## src/rtl/mem_stage_pkg.sv

```systemverilog
// Shared definitions for the memory-access stage:
// funct3 load/store codes, access sizes and the request FSM states.
package mem_stage_pkg;

    localparam int XLEN = 32;

    localparam logic [2:0] F3_B  = 3'b000;
    localparam logic [2:0] F3_H  = 3'b001;
    localparam logic [2:0] F3_W  = 3'b010;
    localparam logic [2:0] F3_BU = 3'b100;
    localparam logic [2:0] F3_HU = 3'b101;

    typedef enum logic {
        IDLE = 1'b0,
        WAIT = 1'b1
    } mem_state_t;

    typedef enum logic [1:0] {
        SZ_B = 2'd0,
        SZ_H = 2'd1,
        SZ_W = 2'd2
    } mem_size_t;

    // Unlisted funct3 codes on a memory op behave as word accesses.
    function automatic mem_size_t f3_size(input logic [2:0] f3);
        case (f3)
            F3_B, F3_BU: return SZ_B;
            F3_H, F3_HU: return SZ_H;
            default:     return SZ_W;
        endcase
    endfunction

    // Bytes are always aligned; halves need bit 0 clear; words need both clear.
    function automatic logic is_aligned(input mem_size_t sz,
                                        input logic [1:0] lo);
        case (sz)
            SZ_H:    return ~lo[0];
            SZ_W:    return lo == 2'b00;
            default: return 1'b1;
        endcase
    endfunction

endpackage

```

## src/rtl/mem_stage_load_align_ext.sv

```systemverilog
// Load data alignment and sign/zero extension.
// Purely combinational so a forwarding path can reuse it.
module load_align_ext
    import mem_stage_pkg::*;
(
    input  logic [31:0] rdata,
    input  logic [1:0]  addr_lo,
    input  logic [2:0]  funct3,
    output logic [31:0] load_data
);

    logic [31:0] shifted;

    // Move the addressed byte lane to bit 0, then extend to 32 bits.
    always_comb begin
        shifted   = rdata >> {addr_lo, 3'b000};
        load_data = shifted;
        case (funct3)
            F3_B:    load_data = {{24{shifted[7]}}, shifted[7:0]};
            F3_H:    load_data = {{16{shifted[15]}}, shifted[15:0]};
            F3_BU:   load_data = {24'h0, shifted[7:0]};
            F3_HU:   load_data = {16'h0, shifted[15:0]};
            default: load_data = shifted;
        endcase
    end

endmodule

```

## src/rtl/mem_stage.sv

```systemverilog
// Memory-access stage: data-memory handshake, store lanes,
// load alignment and the MEM/WB pipeline register.
module mem_stage
    import mem_stage_pkg::*;
(
    input  logic        clk,
    input  logic        rst,
    input  logic        valid_mem,
    input  logic [31:0] alu_result_mem,
    input  logic [31:0] rs2_data_mem,
    input  logic [4:0]  rd_mem,
    input  logic        wb_reg_file_mem,
    input  logic        memtoreg_mem,
    input  logic        mem_read_mem,
    input  logic        mem_write_mem,
    input  logic [2:0]  funct3_mem,
    output logic        dmem_req,
    output logic        dmem_we,
    output logic [31:0] dmem_addr,
    output logic [31:0] dmem_wdata,
    output logic [3:0]  dmem_be,
    input  logic [31:0] dmem_rdata,
    input  logic        dmem_ready,
    output logic        stall_mem,
    output logic        misalign_exc,
    output logic        valid_wb,
    output logic [31:0] alu_result_wb,
    output logic [31:0] load_data_wb,
    output logic [4:0]  rd_wb,
    output logic        wb_reg_file_wb,
    output logic        memtoreg_wb
);

    mem_state_t  state;
    mem_state_t  state_nx;
    mem_size_t   size;
    logic        mem_op;
    logic        is_store;
    logic        is_load;
    logic        aligned;
    logic        misaligned;
    logic        go;
    logic        complete;
    logic [3:0]  be_raw;
    logic [31:0] wdata_raw;
    logic [31:0] ext_data;

    // Classify the instruction in the EX/MEM slot.
    always_comb begin
        size       = f3_size(funct3_mem);
        mem_op     = valid_mem & (mem_read_mem | mem_write_mem);
        is_store   = mem_write_mem;
        is_load    = mem_read_mem & ~mem_write_mem;
        aligned    = is_aligned(size, alu_result_mem[1:0]);
        misaligned = mem_op & ~aligned;
        // No new request may start while reset is held.
        go         = mem_op & aligned & ~rst;
    end

    // Replicate store data across lanes and pick byte enables.
    always_comb begin
        wdata_raw = rs2_data_mem;
        be_raw    = 4'b1111;
        case (size)
            SZ_B: begin
                wdata_raw = {4{rs2_data_mem[7:0]}};
                be_raw    = 4'b0001 << alu_result_mem[1:0];
            end
            SZ_H: begin
                wdata_raw = {2{rs2_data_mem[15:0]}};
                be_raw    = alu_result_mem[1] ? 4'b1100 : 4'b0011;
            end
            default: begin
                wdata_raw = rs2_data_mem;
                be_raw    = 4'b1111;
            end
        endcase
    end

    // Request FSM state register.
    always_ff @(posedge clk or posedge rst) begin
        if (rst) begin
            state <= IDLE;
        end else begin
            state <= state_nx;
        end
    end

    // Next state, request and stall decode.
    always_comb begin
        state_nx  = state;
        dmem_req  = 1'b0;
        stall_mem = 1'b0;
        unique case (state)
            IDLE: begin
                if (go) begin
                    dmem_req = 1'b1;
                    if (!dmem_ready) begin
                        stall_mem = 1'b1;
                        state_nx  = WAIT;
                    end
                end
            end
            WAIT: begin
                // Upstream is frozen, so the inputs still describe this access.
                dmem_req  = 1'b1;
                stall_mem = ~dmem_ready;
                if (dmem_ready) begin
                    state_nx = IDLE;
                end
            end
        endcase
    end

    // Drive the memory port from the current access.
    always_comb begin
        dmem_we    = dmem_req & is_store;
        dmem_addr  = {alu_result_mem[31:2], 2'b00};
        dmem_wdata = wdata_raw;
        dmem_be    = (dmem_req & is_store) ? be_raw : 4'b0000;
        complete   = dmem_req & dmem_ready;
    end

    load_align_ext u_load_align_ext (
        .rdata     (dmem_rdata),
        .addr_lo   (alu_result_mem[1:0]),
        .funct3    (funct3_mem),
        .load_data (ext_data)
    );

    // MEM/WB register; stalls and misaligned ops insert bubbles.
    always_ff @(posedge clk or posedge rst) begin
        if (rst) begin
            valid_wb       <= 1'b0;
            alu_result_wb  <= '0;
            load_data_wb   <= '0;
            rd_wb          <= '0;
            wb_reg_file_wb <= 1'b0;
            memtoreg_wb    <= 1'b0;
        end else if (stall_mem) begin
            valid_wb       <= 1'b0;
            wb_reg_file_wb <= 1'b0;
        end else begin
            valid_wb       <= valid_mem & ~misaligned;
            alu_result_wb  <= alu_result_mem;
            load_data_wb   <= (is_load & complete) ? ext_data : '0;
            rd_wb          <= rd_mem;
            wb_reg_file_wb <= wb_reg_file_mem & valid_mem & ~misaligned;
            memtoreg_wb    <= memtoreg_mem;
        end
    end

    // One-cycle exception pulse; a misaligned op never stalls.
    always_ff @(posedge clk or posedge rst) begin
        if (rst) begin
            misalign_exc <= 1'b0;
        end else begin
            misalign_exc <= misaligned & (state == IDLE);
        end
    end

endmodule

```

## config.mk

```make
export PLATFORM = sky130hd
export DESIGN_NAME = mem_stage
export DESIGN_NICKNAME = d
export VERILOG_FILES = /design/src/rtl/mem_stage_pkg.sv /design/src/rtl/mem_stage_load_align_ext.sv /design/src/rtl/mem_stage.sv
export SDC_FILE = /design/constraint.sdc
export NUM_CORES = 1
export LEC_CHECK = 0
export ABC_AREA = 0
export CAP_MARGIN = 10
export CELL_PAD_IN_SITES_DETAIL_PLACEMENT = 2
export CELL_PAD_IN_SITES_GLOBAL_PLACEMENT = 2
export CORE_MARGIN = 2
export CORE_UTILIZATION = 38
export DETAILED_ROUTE_END_ITERATION = 10
export DONT_BUFFER_PORTS = 1
export GPL_ROUTABILITY_DRIVEN = 0
export HOLD_SLACK_MARGIN = 0.1
export PLACE_DENSITY = 0.82
export SETUP_SLACK_MARGIN = 0.15
export SLEW_MARGIN = 20
export SYNTH_ARGS = -nofsm -noshare
export SYNTH_HDL_FRONTEND = slang
export SYNTH_HIERARCHICAL = 1
export SYNTH_SLANG_ARGS = --single-unit
```

## constraint.sdc

```tcl
create_clock -name clk -period 4.53 [get_ports clk]
set_input_delay 0.453 -clock clk [delete_from_list [all_inputs] [get_ports clk]]
set_output_delay 0.453 -clock clk [all_outputs]
set_load 0.1 [all_outputs]
```

* Word level (Yosys, flattened, before mapping) *
Index checks and enable logic that the tools add are counted.

storage, ports and cells
  logic and storage cells = 56
  output and inout port bits = 144
  flip-flop bits (word level) = 74
  input bits = 112

operators by class
  bitwise gates (word level) = 20
  reductions and logical operators = 5
  shift operators = 2
  equality and inequality tests = 5
  multiplexer cells = 16

operators by type and width
  operator                                          count
  case mux 32 bit (4 select lines)                  1
  case mux 32 bit (2 select lines)                  1
  two-way mux 32 bit                                1
  right shift 32 x 5 -> 32 bit                      1
  AND 1 bit                                         12
  two-way mux 4 bit                                 2
  case mux 1 bit (2 select lines)                   4
  case mux 4 bit (2 select lines)                   1
  NOT 1 bit                                         7
  == test 3 bit (second input constant)             2
  two-way mux 1 bit                                 5
  logical NOT 2 bit                                 2
  case mux 2 bit (2 select lines)                   1
  OR reduction 2 bit                                2
  << shifter 1 x 2 -> 4 bit (first input constant)  1
  == test 3 x 1 -> 1 bit (second input constant)    1
  logical NOT 3 bit                                 1
  == test 2 x 1 -> 1 bit (second input constant)    1
  == test 2 bit (second input constant)             1
  OR 1 bit                                          1

* Depth between registers and ports, before layout *
Gate-level depths: netlist of run 1.

  word-level depth = 12
  depth in mapped cells = 8
  mapped depth without buffers = 6

* Cells and area by module *
The synthesis of run 1 kept the hierarchy.

by module, submodules not included
  module          sequential area each (um^2)  area an instance (um^2)  instances  cells an instance
  mem_stage       1,851.8                      4,124.0                  1          436
  load_align_ext  0.0                          694.4                    1          107

* Worst setup path before layout of run 1 *
No wires, ideal clock.

  path kind = input -> output
  from = in rst
  to = out dmem_be[0]
  stages on the path = 4
  slack = -0.744 ns
  arrival time = 4.821 ns
  data required time = 4.077 ns
  cell sequence = inv_1 a41oi_2 buf_2 nor3b_1

between the ends
  cells in the longest elaborated chain, start to end = 6

RTL lines
  what                             RTL line          text
  start: declaration               mem_stage.sv:7    input logic rst,
  NOT 1 bit                        mem_stage.sv:57   go = mem_op & aligned & ~rst;
  AND 1 bit                        mem_stage.sv:57
  two-way mux 1 bit                mem_stage.sv:96   if (go) begin
  case mux 1 bit (2 select lines)  mem_stage.sv:94   unique case (state)
  AND 1 bit                        mem_stage.sv:120  dmem_be = (dmem_req & is_store) ? be_raw : 4'b0000;
  two-way mux 4 bit                mem_stage.sv:120
  end: declaration                 mem_stage.sv:21   output logic [3:0] dmem_be,

Every way passes these cells.

* Worst setup path after layout of run 1 *
  from = in alu_result_mem[0]
  to = out dmem_we

between the ends
  cells in the longest elaborated chain, start to end = 7
  elaborated cells between the ends (all ways) = 8
  classes of those cells = mux: 3; bitwise: 4; reduce/logical: 1

RTL lines
  what                                            RTL line                                  text
  start: declaration                              mem_stage.sv:9                            input logic [31:0] alu_result_mem,
  logical NOT 2 bit or NOT 1 bit (tied branches)  mem_stage_pkg.sv:38, mem_stage_pkg.sv:37
  case mux 1 bit (2 select lines) *               mem_stage_pkg.sv:36                       case (sz)
  AND 1 bit * (2 in series)                       mem_stage.sv:57
  two-way mux 1 bit *                             mem_stage.sv:96
  case mux 1 bit (2 select lines) *               mem_stage.sv:94
  net dmem_req                                    mem_stage.sv:17                           output logic dmem_req,
  AND 1 bit *                                     mem_stage.sv:117                          dmem_we = dmem_req & is_store;
  end: declaration                                mem_stage.sv:18                           output logic dmem_we,

Mark *: on every way through the listed nets, which the timed path passes. The rest lies on a longest branch.

==> flow_metrics.py, run 1 <==
metrics = {
    "outcome": {
        "status": "completed",
    },
    "detailed_routing": {
        "drtAntennaViolNets": 0,
        "totalWireLength_microns": 14700,
        "drt_iter0_markers": 185,
        "num_vias": 3698,
        "post_drt_wl_per_cell_microns": 22.5,
        "drt-pass1-iter-count": 4,
        "via_per_inst": 5.65,
        "route.detailed.drc": 0,
    },
    "cts": {
        "cts-root-buf": "clkbuf_16",
        "cts.sinks": 74,
        "clkLatencyLatePin_ns": 0.34,
        "clockBufferDepth": 2,
        "cts_buffers": 9,
        "clk_pin_slew_ns": 0.06,
        "cts_resized": 0,
        "post_cts_buffers": 0,
        "cts_tree": "yes",
        "hold_buffers": 0,
        "cts_max_level": 3,
    },
    "setup_path": {
        "r2r_end": "rd_wb[1]$_DFFE_PP0P_",
        "path_cells": "o21ai_2, a41oi_4, inv_2, and2_1",
        "startpoint_type": "input pin",
        "path_delay_family": "simple AND/OR/NAND/NOR gates",
        "worstPathMaxFanout": 39,
        "path_depth": 4,
        "cp_num_buf_inv": 1,
        "crit_end": "dmem_we",
        "worstPathRequired_ns": 4.08,
        "arrival_ns": 2.13,
        "r2r_slack_ns": 2.82,
        "endpoint_kind": "primary output",
        "critPathKind": "input pin to primary output",
        "startpoint": "alu_result_mem[0]",
        "r2r-start": "state$_DFF_PP0_",
        "slowest_stage": "and2_1",
        "r2r_cells": 3,
        "max_stage_delay_ns": 0.86,
    },
    "power_and_ir_drop": {
        "leakage_nw": 2.15,
        "combinationalPowerShare_pct": 18.7,
        "ir_drop_uv": 123,
        "pwr-share-seq_pct": 48.1,
        "power_switching_uw": 844,
        "powerDensity_nw_per_um2": 408,
        "power_frac_clock_pct": 33.1,
        "sw_frac_of_total_pct": 42.4,
        "p_int_mw": 1.15,
    },
    "yosys": {
        "synth_top_area_share_pct": 38.4,
        "synth.most_common_cell": "dfrtp_1",
        "synth_commonest_cells": "dfrtp_1 (74), nand2_1 (65), buf_4 (45), a21oi_1 (43), inv_1 (42)",
        "synth_edf_count": 0,
        "postSynth.asyncResetShare_pct": 100,
        "synth_seq_cells": 74,
        "synth_cells": 543,
        "synthFlopType": "dfrtp_1",
        "post_synth_main_area_contributors": "dfrtp_1 (38%), buf_4 (7.0%), mux2i_1 (5.8%), o32ai_1 (5.1%), nand2_1 (5.1%)",
        "yosysTopAreaCell": "dfrtp_1",
        "ys_warn_count": 6,
        "avgSynthCellArea_sq_um": 8.87,
        "syn_area_sq_um": 4820,
        "ys_types": 35,
        "yosysSeqAreaShare_pct": 38.4,
    },
    "sta": {
        "fin_crit_ns": 2.58,
        "hold_viol": 0,
        "finalCritPeriodShare_pct": 57.1,
        "slew-limit-headroom_pct": 27.1,
        "worstMarginPinSlew_ns": 1.09,
        "final-setup-viol-count": 0,
        "fin_setup_tns_ns": 0,
        "slew_violations": 0,
        "clock_skew_ns": 0.00921,
        "rsz0062_at_grt": "false",
        "fmax_ghz": 0.387,
    },
    "grt": {
        "grt_max_degree": 107,
        "grt_pass1_vias": 4027,
        "grt_overflow": 0,
        "grt_first_pass_wirelength_microns": 22300,
        "antenna_found_initial": 0,
        "grt_use_total_pct": 21.5,
    },
    "min_path": {
        "hold_path_class": "input pin to flop",
    },
    "finish": {
        "syn_to_final_growth_pct": 1.32,
        "stdcell_count": 654,
        "layout.nets": 589,
        "diodes": 0,
        "layout-drive-gt1-share_pct": 14.9,
        "fill_cells": 1413,
    },
    "floorplan": {
        "pin_count": 256,
        "core_sq_um": 12500,
        "fp.dieH_microns": 117,
        "fp.dieArea_sq_um": 13600,
        "die-width_microns": 117,
        "initial_core_util_pct": 38.5,
        "rows": 41,
    },
    "place": {
        "place_inst": 638,
        "dpl.hpwl_microns": 10500,
        "port_buffers": 0,
    },
    "run": {
        "cap_violations": 0,
    },
}
[cell type report]
type,count,area (sq um),area share (%)
repair buffers,8,95.1,1.95
clock inverters,6,42.5,0.871
inverters,43,165,3.38
multi-input cells,341,2280,46.8
clock buffers,10,229,4.69
well taps,172,215,4.41
flip-flops and latches,74,1850,37.9
[power groups by stage]
| stage | clock network (mW) | logic (mW) | registers, mW |
|---|---|---|---|
| 2_1_floorplan | 0 | 0.518 | 0.963 |
| 3_3_place_gp | 0 | 0.364 | 0.970 |
| 3_5_place_dp | 0 | 0.376 | 0.973 |
| 4_1_cts | 0.679 | 0.378 | 0.960 |
| 5_1_grt | 0.711 | 0.397 | 0.964 |
| 6_report | 0.661 | 0.373 | 0.959 |
[cells in the final DEF (no fill, tap or decap), types with 3 or more instances in the layout]
cell        instances
mux2_2             16
inv_1              41
buf_4               6
nand3_1            32
clkinvlp_4          3
a211oi_1           14
nor2_1             24
o32ai_2            10
clkbuf_16          11
o21ai_0             6
dfrtp_1            74
mux2i_1            28
o21ai_2            11
o32ai_1            28
nand2_1            65
nor2b_1             8
nand2b_1           35
a21oi_1            43
[stage by stage]
stage	total power, mW	instance area [sq um]	worst slack (ns)	utilization (%)	hold slack, ns
4_1_cts	2.02	4880	1.92	39.0	0.173
3_3_place_gp	1.33	4610	1.97	36.8	0.530
3_5_place_dp	1.35	4610	1.94	36.8	0.535
5_1_grt	2.07	4880	1.85	39.0	0.183
6_report	1.99	4880	1.95	39.0	0.189
2_1_floorplan	1.48	4830	0.129	-	0.565
[cell families after synthesis]
kind of cell,synth area share [%]
muxes,9.56
and+or+nand+nor,17.5
buffers and inverters,15.4
DFF,38.4
other,0.0778
AOI/OAI and AO/OA,19.0
[per-layer routing]
metal | part of all wire, % | wire (microns) | vias to the layer above | track usage, %
met5 | 0 | 0 | - | 0
met4 | 1.7 | 247 | 0 | 7.37
met3 | 9.6 | 1410 | 23 | 7.94
met2 | 51 | 7470 | 144 | 37.8
met1 | 38 | 5610 | 1843 | 24.0
li1 | - | - | 1688 | -
[flip-flops by register name, summed over array words and instances (netlist names)]
register	flops
load_data_wb	32
alu_result_wb	32
memtoreg_wb	1
misalign_exc	1
valid_wb	1
rd_wb	5
state	1
wb_reg_file_wb	1
[worst min path at each step]
stage | from | endpoint | slack, ns | cells after the start
CTS | dmem_ready | state$_DFF_PP0_ | 0.17 | 1
finish | dmem_ready | state$_DFF_PP0_ | 0.19 | 1
floorplan | valid_mem | wb_reg_file_wb$_DFF_PP0_ | 0.57 | 2
global route | dmem_ready | state$_DFF_PP0_ | 0.18 | 1
global placement | dmem_ready | state$_DFF_PP0_ | 0.53 | 1
detailed placement | dmem_ready | state$_DFF_PP0_ | 0.54 | 1
Note: power is estimated with default switching activity, not from simulation.
==> inputs of run 2 (changes only) <==
--- a/config.mk
+++ b/config.mk
@@ -5,17 +5,17 @@
 export SDC_FILE = /design/constraint.sdc
 export NUM_CORES = 1
 export LEC_CHECK = 0
-export ABC_AREA = 0
+export ABC_AREA = 1
 export CAP_MARGIN = 10
 export CELL_PAD_IN_SITES_DETAIL_PLACEMENT = 2
 export CELL_PAD_IN_SITES_GLOBAL_PLACEMENT = 2
 export CORE_MARGIN = 2
-export CORE_UTILIZATION = 38
+export CORE_UTILIZATION = 29
 export DETAILED_ROUTE_END_ITERATION = 10
 export DONT_BUFFER_PORTS = 1
 export GPL_ROUTABILITY_DRIVEN = 0
 export HOLD_SLACK_MARGIN = 0.1
-export PLACE_DENSITY = 0.82
+export PLACE_DENSITY = 0.71
 export SETUP_SLACK_MARGIN = 0.15
 export SLEW_MARGIN = 20
 export SYNTH_ARGS = -nofsm -noshare
==> constraint.sdc (replaced) <==
create_clock -name clk -period 2.37 [get_ports clk]
set_input_delay 0.237 -clock clk [delete_from_list [all_inputs] [get_ports clk]]
set_output_delay 0.237 -clock clk [all_outputs]
set_load 0.1 [all_outputs]
==> run 2 against run 1 <==
Net effect: count of clock-buffer cells in the layout is 1 lower; routed wire length increased by 26%; first-iteration DRC count is 22% lower; power is 110% higher; largest power group is now combinational cells; die area rose by 24%.
==> flow_metrics.py, run 2 <==
metrics = {
    "setup_path": {
        "endpoint_kind": "primary output",
        "critPathKind": "input pin to primary output",
        "worstPathRequired_ns": 2.13,
        "r2r-start": "state$_DFF_PP0_",
        "r2r_end": "alu_result_wb[11]$_DFFE_PP0P_",
        "r2r_cells": 6,
        "arrival_ns": 1.72,
        "startpoint_type": "input pin",
        "r2r_slack_ns": 0.99,
        "path_cells": "dlygate4sd3_1, clkinvlp_4, nand3_2, nand2_4, nand2_1, inv_1, buf_12",
        "max_stage_delay_ns": 0.57,
        "cp_num_buf_inv": 4,
        "slowest_stage": "dlygate4sd3_1",
        "worstPathMaxFanout": 4,
        "path_delay_family": "buffers and inverters",
    },
    "yosys": {
        "ys_warn_count": 6,
        "post_synth_main_area_contributors": "dfrtp_1 (40%), nand2_1 (19%), nand3_1 (14%), buf_4 (8.2%), nand3_2 (3.7%)",
        "synth_top_area_share_pct": 40.4,
        "syn_area_sq_um": 4590,
        "yosysSeqAreaShare_pct": 40.4,
        "synth_commonest_cells": "nand2_1 (230), nand3_1 (126), dfrtp_1 (74), buf_4 (50), nor2_1 (21)",
        "synth_seq_cells": 74,
        "avgSynthCellArea_sq_um": 7.35,
        "ys_types": 26,
        "synth.most_common_cell": "nand2_1",
        "postSynth.asyncResetShare_pct": 100,
        "yosysTopAreaCell": "dfrtp_1",
        "synth_cells": 624,
        "synth_edf_count": 0,
        "synthFlopType": "dfrtp_1",
    },
    "finish": {
        "fin_util_pct": 38.9,
        "fill_cells": 1782,
        "seq_area_sq_um": 1850,
        "syn_to_final_growth_pct": 29.8,
        "diodes": 0,
        "multiInputGateArea_sq_um": 2150,
        "reg_top3": "alu_result_wb (32), load_data_wb (32), rd_wb (5)",
        "final_cell_mix": "nand2_1 (229), nand3_1 (125), buf_4 (97)",
        "layout-drive-gt1-share_pct": 23.0,
        "fin_area_sq_um": 5950,
        "layout_commonest_cell": "nand2_1",
        "layout.nets": 812,
    },
    "power_and_ir_drop": {
        "power_switching_mw": 1.83,
        "power_frac_clock_pct": 33.1,
        "p_int_mw": 2.46,
        "powerDensity_nw_per_um2": 720,
        "leakage_nw": 3.19,
        "combinationalPowerShare_pct": 33.8,
        "ir_drop_uv": 387,
        "pwr-share-seq_pct": 33.1,
        "sw_frac_of_total_pct": 42.7,
    },
    "detailed_routing": {
        "drt-pass1-iter-count": 4,
        "met3_wirelength_microns": 1320,
        "route.detailed.drc": 0,
        "post_drt_wl_per_cell_microns": 20.2,
        "met2WireLength_microns": 9860,
        "num_vias": 4621,
        "via_per_inst": 5.04,
        "drt_iter0_markers": 144,
        "totalWireLength_microns": 18500,
        "drtAntennaViolNets": 0,
        "met1_length_microns": 6880,
        "routed.top_layer": "met4",
    },
    "place": {
        "post_dp_cell_area_sq_um": 5240,
        "port_buffers": 0,
        "dpl.hpwl_microns": 12300,
    },
    "grt": {
        "grt_first_pass_wirelength_microns": 28800,
        "grt_max_degree": 71,
        "grt_pass1_vias": 5154,
        "antenna_found_initial": 0,
        "grt_overflow": 0,
        "grt_use_total_pct": 22.3,
    },
    "sta": {
        "clock_skew_ns": 0.00898,
        "finalCritPeriodShare_pct": 82.5,
        "fin_crit_ns": 1.96,
        "slew_violations": 0,
        "final-setup-viol-count": 0,
        "hold_viol": 0,
        "fmax_ghz": 0.511,
        "worstMarginPinSlew_ns": 0.925,
        "slew-limit-headroom_pct": 38.4,
        "rsz0062_at_grt": "false",
    },
    "floorplan": {
        "pin_count": 256,
        "fp.dieH_microns": 130,
        "core_sq_um": 15300,
        "die-width_microns": 130,
        "fp.dieArea_sq_um": 16800,
        "initial_core_util_pct": 30.0,
        "rows": 45,
    },
    "cts": {
        "clk_pin_slew_ns": 0.06,
        "clockBufferDepth": 2,
        "cts_max_level": 3,
        "cts_buffers": 9,
        "cts.sinks": 74,
        "clkLatencyLatePin_ns": 0.33,
        "cts-root-buf": "clkbuf_16",
        "cts_tree": "yes",
        "post_cts_buffers": 0,
    },
    "outcome": {
        "status": "completed",
    },
    "min_path": {
        "hold_path_class": "input pin to flop",
        "hold_depth": 3,
        "worstHoldStart": "alu_result_mem[1]",
        "holdPathEnd": "load_data_wb[5]$_DFFE_PP0P_",
    },
    "run": {
        "cap_violations": 0,
    },
}
==> run 2: changes by cell type after synthesis, sizes merged, moves of 28 or more <==
| cell | delta |
|---|---|
| a21oi | -32 |
| mux2i | -28 |
| nand2 | +172 |
| nand2b | -36 |
| nand3 | +112 |
| o32ai | -38 |
==> run 2: worst max-delay path by stage <==
stage                     slack, ns  cells after the start           from                            to
final                          0.41                      7            rst                     stall_mem
after global routing           0.36                      7            rst                     stall_mem
after CTS                      0.45                      7            rst                     stall_mem
after detailed placement       0.59                      8  funct3_mem[1]          rd_wb[1]$_DFFE_PP0P_
after global placement         0.63                      8  funct3_mem[1]  load_data_wb[22]$_DFFE_PP0P_
after floorplan               -0.16                      6            rst               state$_DFF_PP0_
==> run 2: routing by layer <==
| metal | vias up | global-route usage, % |
|---|---|---|
| met3 | 26 | 7.83 |
| met2 | 161 | 40.7 |
| met1 | 2295 | 24.5 |
| met5 | - | 0 |
| li1 | 2139 | - |
| met4 | 0 | 6.14 |
==> run 2: cell families after synthesis <==
| logic type | Yosys count | share of synthesized area, % |
|---|---|---|
| AOI/OAI and AO/OA | 39 | 5.40 |
| and+or+nand+nor | 406 | 40.1 |
| buffers and inverters | 104 | 14.0 |
| DFF | 74 | 40.4 |
| other | 1 | 0.0818 |
==> run 2: area by class of cell <==
type	instances	area share (%)
flip-flops and latches	74	31.1
repair buffers	145	21.5
multi-input cells	447	36.2
clock buffers	9	3.78
clock inverters	7	1.28
inverters	23	1.74
well taps	211	4.43
==> run 2: power groups by stage <==
| stage | combinational [mW] | clock [mW] | sequential (mW) |
|---|---|---|---|
| floorplan | 0.980 | 0 | 1.88 |
| global placement | 1.36 | 0 | 1.44 |
| detailed placement | 1.38 | 0 | 1.44 |
| CTS | 1.44 | 1.45 | 1.42 |
| global route | 1.52 | 1.52 | 1.43 |
| finish | 1.45 | 1.42 | 1.42 |
==> run 2: timing repair <==
action	4_1_cts	5_1_grt
resized for setup	0	0
hold buffers	41	0
endpoints found under the hold margin	80	0
==> run 2: worst reg2reg max path, stage by stage (launching register included) <==
cell     delay (ns)
dfrtp_1        0.39
inv_1          0.10
nand2_4        0.10
nand2_1        0.11
buf_4          0.37
nand2_1        0.15
nand2_1        0.11
==> run 2: stage by stage <==
stage	cells	setup WS, ns	power [mW]	hold slack, ns	TNS, ns
4_1_cts	916	0.446	4.32	0.107	0
6_report	916	0.415	4.28	0.125	0
3_3_place_gp	859	0.635	2.79	0.349	0
2_1_floorplan	625	-0.163	2.86	0.347	-0.666
3_5_place_dp	859	0.594	2.82	0.360	0
5_1_grt	916	0.364	4.47	0.136	0
==> inputs of run 3 (changes only) <==
--- a/config.mk
+++ b/config.mk
@@ -10,12 +10,12 @@
 export CELL_PAD_IN_SITES_DETAIL_PLACEMENT = 2
 export CELL_PAD_IN_SITES_GLOBAL_PLACEMENT = 2
 export CORE_MARGIN = 2
-export CORE_UTILIZATION = 29
+export CORE_UTILIZATION = 32
 export DETAILED_ROUTE_END_ITERATION = 10
 export DONT_BUFFER_PORTS = 1
 export GPL_ROUTABILITY_DRIVEN = 0
 export HOLD_SLACK_MARGIN = 0.1
-export PLACE_DENSITY = 0.71
+export PLACE_DENSITY = 0.75
 export SETUP_SLACK_MARGIN = 0.15
 export SLEW_MARGIN = 20
 export SYNTH_ARGS = -nofsm -noshare
==> constraint.sdc (replaced) <==
create_clock -name clk -period 2 [get_ports clk]
set_input_delay 0.2 -clock clk [delete_from_list [all_inputs] [get_ports clk]]
set_output_delay 0.2 -clock clk [all_outputs]
set_load 0.1 [all_outputs]
==> run 3 against run 2 <==
Net effect: final area rose by 1.3%; cell count fell by 2.2%; first-iteration DRC count rose by 38%; non-clock buffer count rose by 11; worst hold slack improved by 0.032 ns; routed wire length rose by 6.7%; clock power rose by 27%; sequential cell count did not move; register-to-register slack got worse by 0.56 ns; largest cell class unchanged; global-route usage rose by 3.7 points; sequential share of layout area fell by 0.41 points; via count rose by 3.5%.
==> flow_metrics.py, run 3 (synthesis results as in run 2) <==
metrics = {
    "detailed_routing": {
        "route.detailed.drc": 0,
        "via_per_inst": 5.34,
        "drt_iter0_markers": 199,
        "post_drt_wl_per_cell_microns": 22.0,
        "num_vias": 4785,
        "drtAntennaViolNets": 0,
        "totalWireLength_microns": 19700,
        "drt-pass1-iter-count": 4,
    },
    "grt": {
        "grt_pass1_vias": 5353,
        "grt_use_total_pct": 26.0,
        "antenna_found_initial": 0,
        "grt_max_degree": 50,
        "grt_overflow": 0,
        "grt_first_pass_wirelength_microns": 29900,
    },
    "sta": {
        "rsz0062_at_grt": "false",
        "slew-limit-headroom_pct": 61.5,
        "final-setup-viol-count": 0,
        "timing.hold.ws_ns": 0.157,
        "finalCritPeriodShare_pct": 86.0,
        "fin_setup_tns_ns": 0,
        "fin_crit_ns": 1.72,
        "fin_ws_ns": 0.280,
        "worstMarginPinSlew_ns": 0.577,
        "slew_violations": 0,
        "fmax_ghz": 0.581,
        "clock_skew_ns": 0.00610,
        "hold_viol": 0,
    },
    "setup_path": {
        "crit_top_cell": "nand2_8",
        "slowest_stage": "dfrtp_1",
        "max_stage_delay_ns": 0.38,
        "worstPathRequired_ns": 1.80,
        "path_cells": "inv_1, nand2_8, nand2_8, clkinvlp_4, buf_12",
        "worstPathMaxFanout": 33,
        "cp_num_buf_inv": 3,
        "r2r_slack_ns": 0.43,
        "endpoint_kind": "primary output",
        "startpoint_type": "flop",
        "critPathKind": "flop to primary output",
        "arrival_ns": 1.52,
        "path_delay_family": "buffers and inverters",
    },
    "power_and_ir_drop": {
        "ir_drop_uv": 421,
        "powerDensity_nw_per_um2": 873,
        "leakage_nw": 3.26,
        "power_mw": 5.26,
    },
    "floorplan": {
        "fp.dieH_microns": 124,
        "pin_count": 256,
        "fp.dieArea_sq_um": 15300,
        "rows": 43,
        "die-width_microns": 124,
        "core_sq_um": 13900,
        "initial_core_util_pct": 32.9,
    },
    "run": {
        "cap_violations": 0,
    },
    "cts": {
        "cts-root-buf": "clkbuf_16",
        "clkLatencyLatePin_ns": 0.34,
        "post_cts_buffers": 0,
        "cts.sinks": 74,
        "clk_pin_slew_ns": 0.07,
        "clockBufferDepth": 2,
        "cts_buffers": 9,
        "cts_tree": "yes",
        "cts_max_level": 3,
    },
    "finish": {
        "final_cell_mix": "nand2_1 (228), nand3_1 (124), buf_4 (107)",
        "multiInputGateArea_sq_um": 2170,
        "fin_util_pct": 43.3,
        "reg_top3": "alu_result_wb (32), load_data_wb (32), rd_wb (5)",
        "layout-drive-gt1-share_pct": 24.2,
        "seq_area_sq_um": 1850,
        "diodes": 0,
        "syn_to_final_growth_pct": 31.5,
        "fill_cells": 1569,
        "layout_commonest_cell": "nand2_1",
        "layout.nets": 823,
    },
    "place": {
        "port_buffers": 0,
        "pre_cts_slack_ns": 0.331,
        "dpl.hpwl_microns": 12600,
    },
    "min_path": {
        "hold_path_class": "input pin to flop",
    },
    "outcome": {
        "status": "completed",
    },
}
## run 3: changes by cell type in the layout (fill, tap and decap cells not counted), sizes merged
cell / delta
buf: +10
bufinv: +1
clkbuf: +1
clkinvlp: -1
dlygate4sd3: +1
inv: -1
## run 3: through the flow
step	area [sq um]	cells
after floorplan	4680	625
after global placement	5290	838
after detailed placement	5290	838
after CTS	6020	896
after global routing	6030	896
final	6030	896
## run 3: tightest hold or removal path, delay by kind of cell
| kind | cells | cell delay, ns |
|---|---|---|
| AO/OA/AOI/OAI | 1 | 0.08 |
| AND/OR/NAND/NOR | 3 | 0.19 |
## run 3: area by class of cell
type	count	area share, %
Tap cell	180	3.73
Inverter	23	1.72
Multi-Input combinational cell	447	36.0
Clock buffer	10	3.80
Clock inverter	6	1.49
Sequential cell	74	30.7
Timing Repair Buffer	156	22.6
## run 3: timing repair
| item | CTS | global route |
|---|---|---|
| setup endpoints to repair | 0 | 6 |
| gates resized for setup | 0 | 1 |
| endpoints found under the hold margin | 81 | 0 |
| hold buffers | 42 | 0 |
## run 3: layer usage
metal	global-route usage, %	routed length (microns)	up-vias
li1	-	-	2160
met1	29.2	7480	2443
met2	48.6	10800	160
met3	6.64	1170	22
met4	6.82	312	0
met5	0	0	-
## run 3: worst paths after layout
path / cells past startpoint / startpoint / end
max reg2reg: 6 / state$_DFF_PP0_ / alu_result_wb[3]$_DFFE_PP0P_
max in group asynchronous: 4 / rst / load_data_wb[26]$_DFFE_PP0P_
min: 4 / dmem_rdata[0] / load_data_wb[0]$_DFFE_PP0P_
min reg2reg: 1 / state$_DFF_PP0_ / misalign_exc$_DFF_PP0_
min in group asynchronous: 3 / rst / alu_result_wb[19]$_DFFE_PP0P_
max: 5 / state$_DFF_PP0_ / dmem_we
## run 3: power breakdown
group          total [mW]  switching [mW]  leakage [nW]  internal (mW)
clock network        1.81           0.714         0.153           1.10
logic                1.84            1.46          2.16          0.382
registers            1.61          0.0357         0.946           1.58
total                5.26            2.21          3.26           3.06
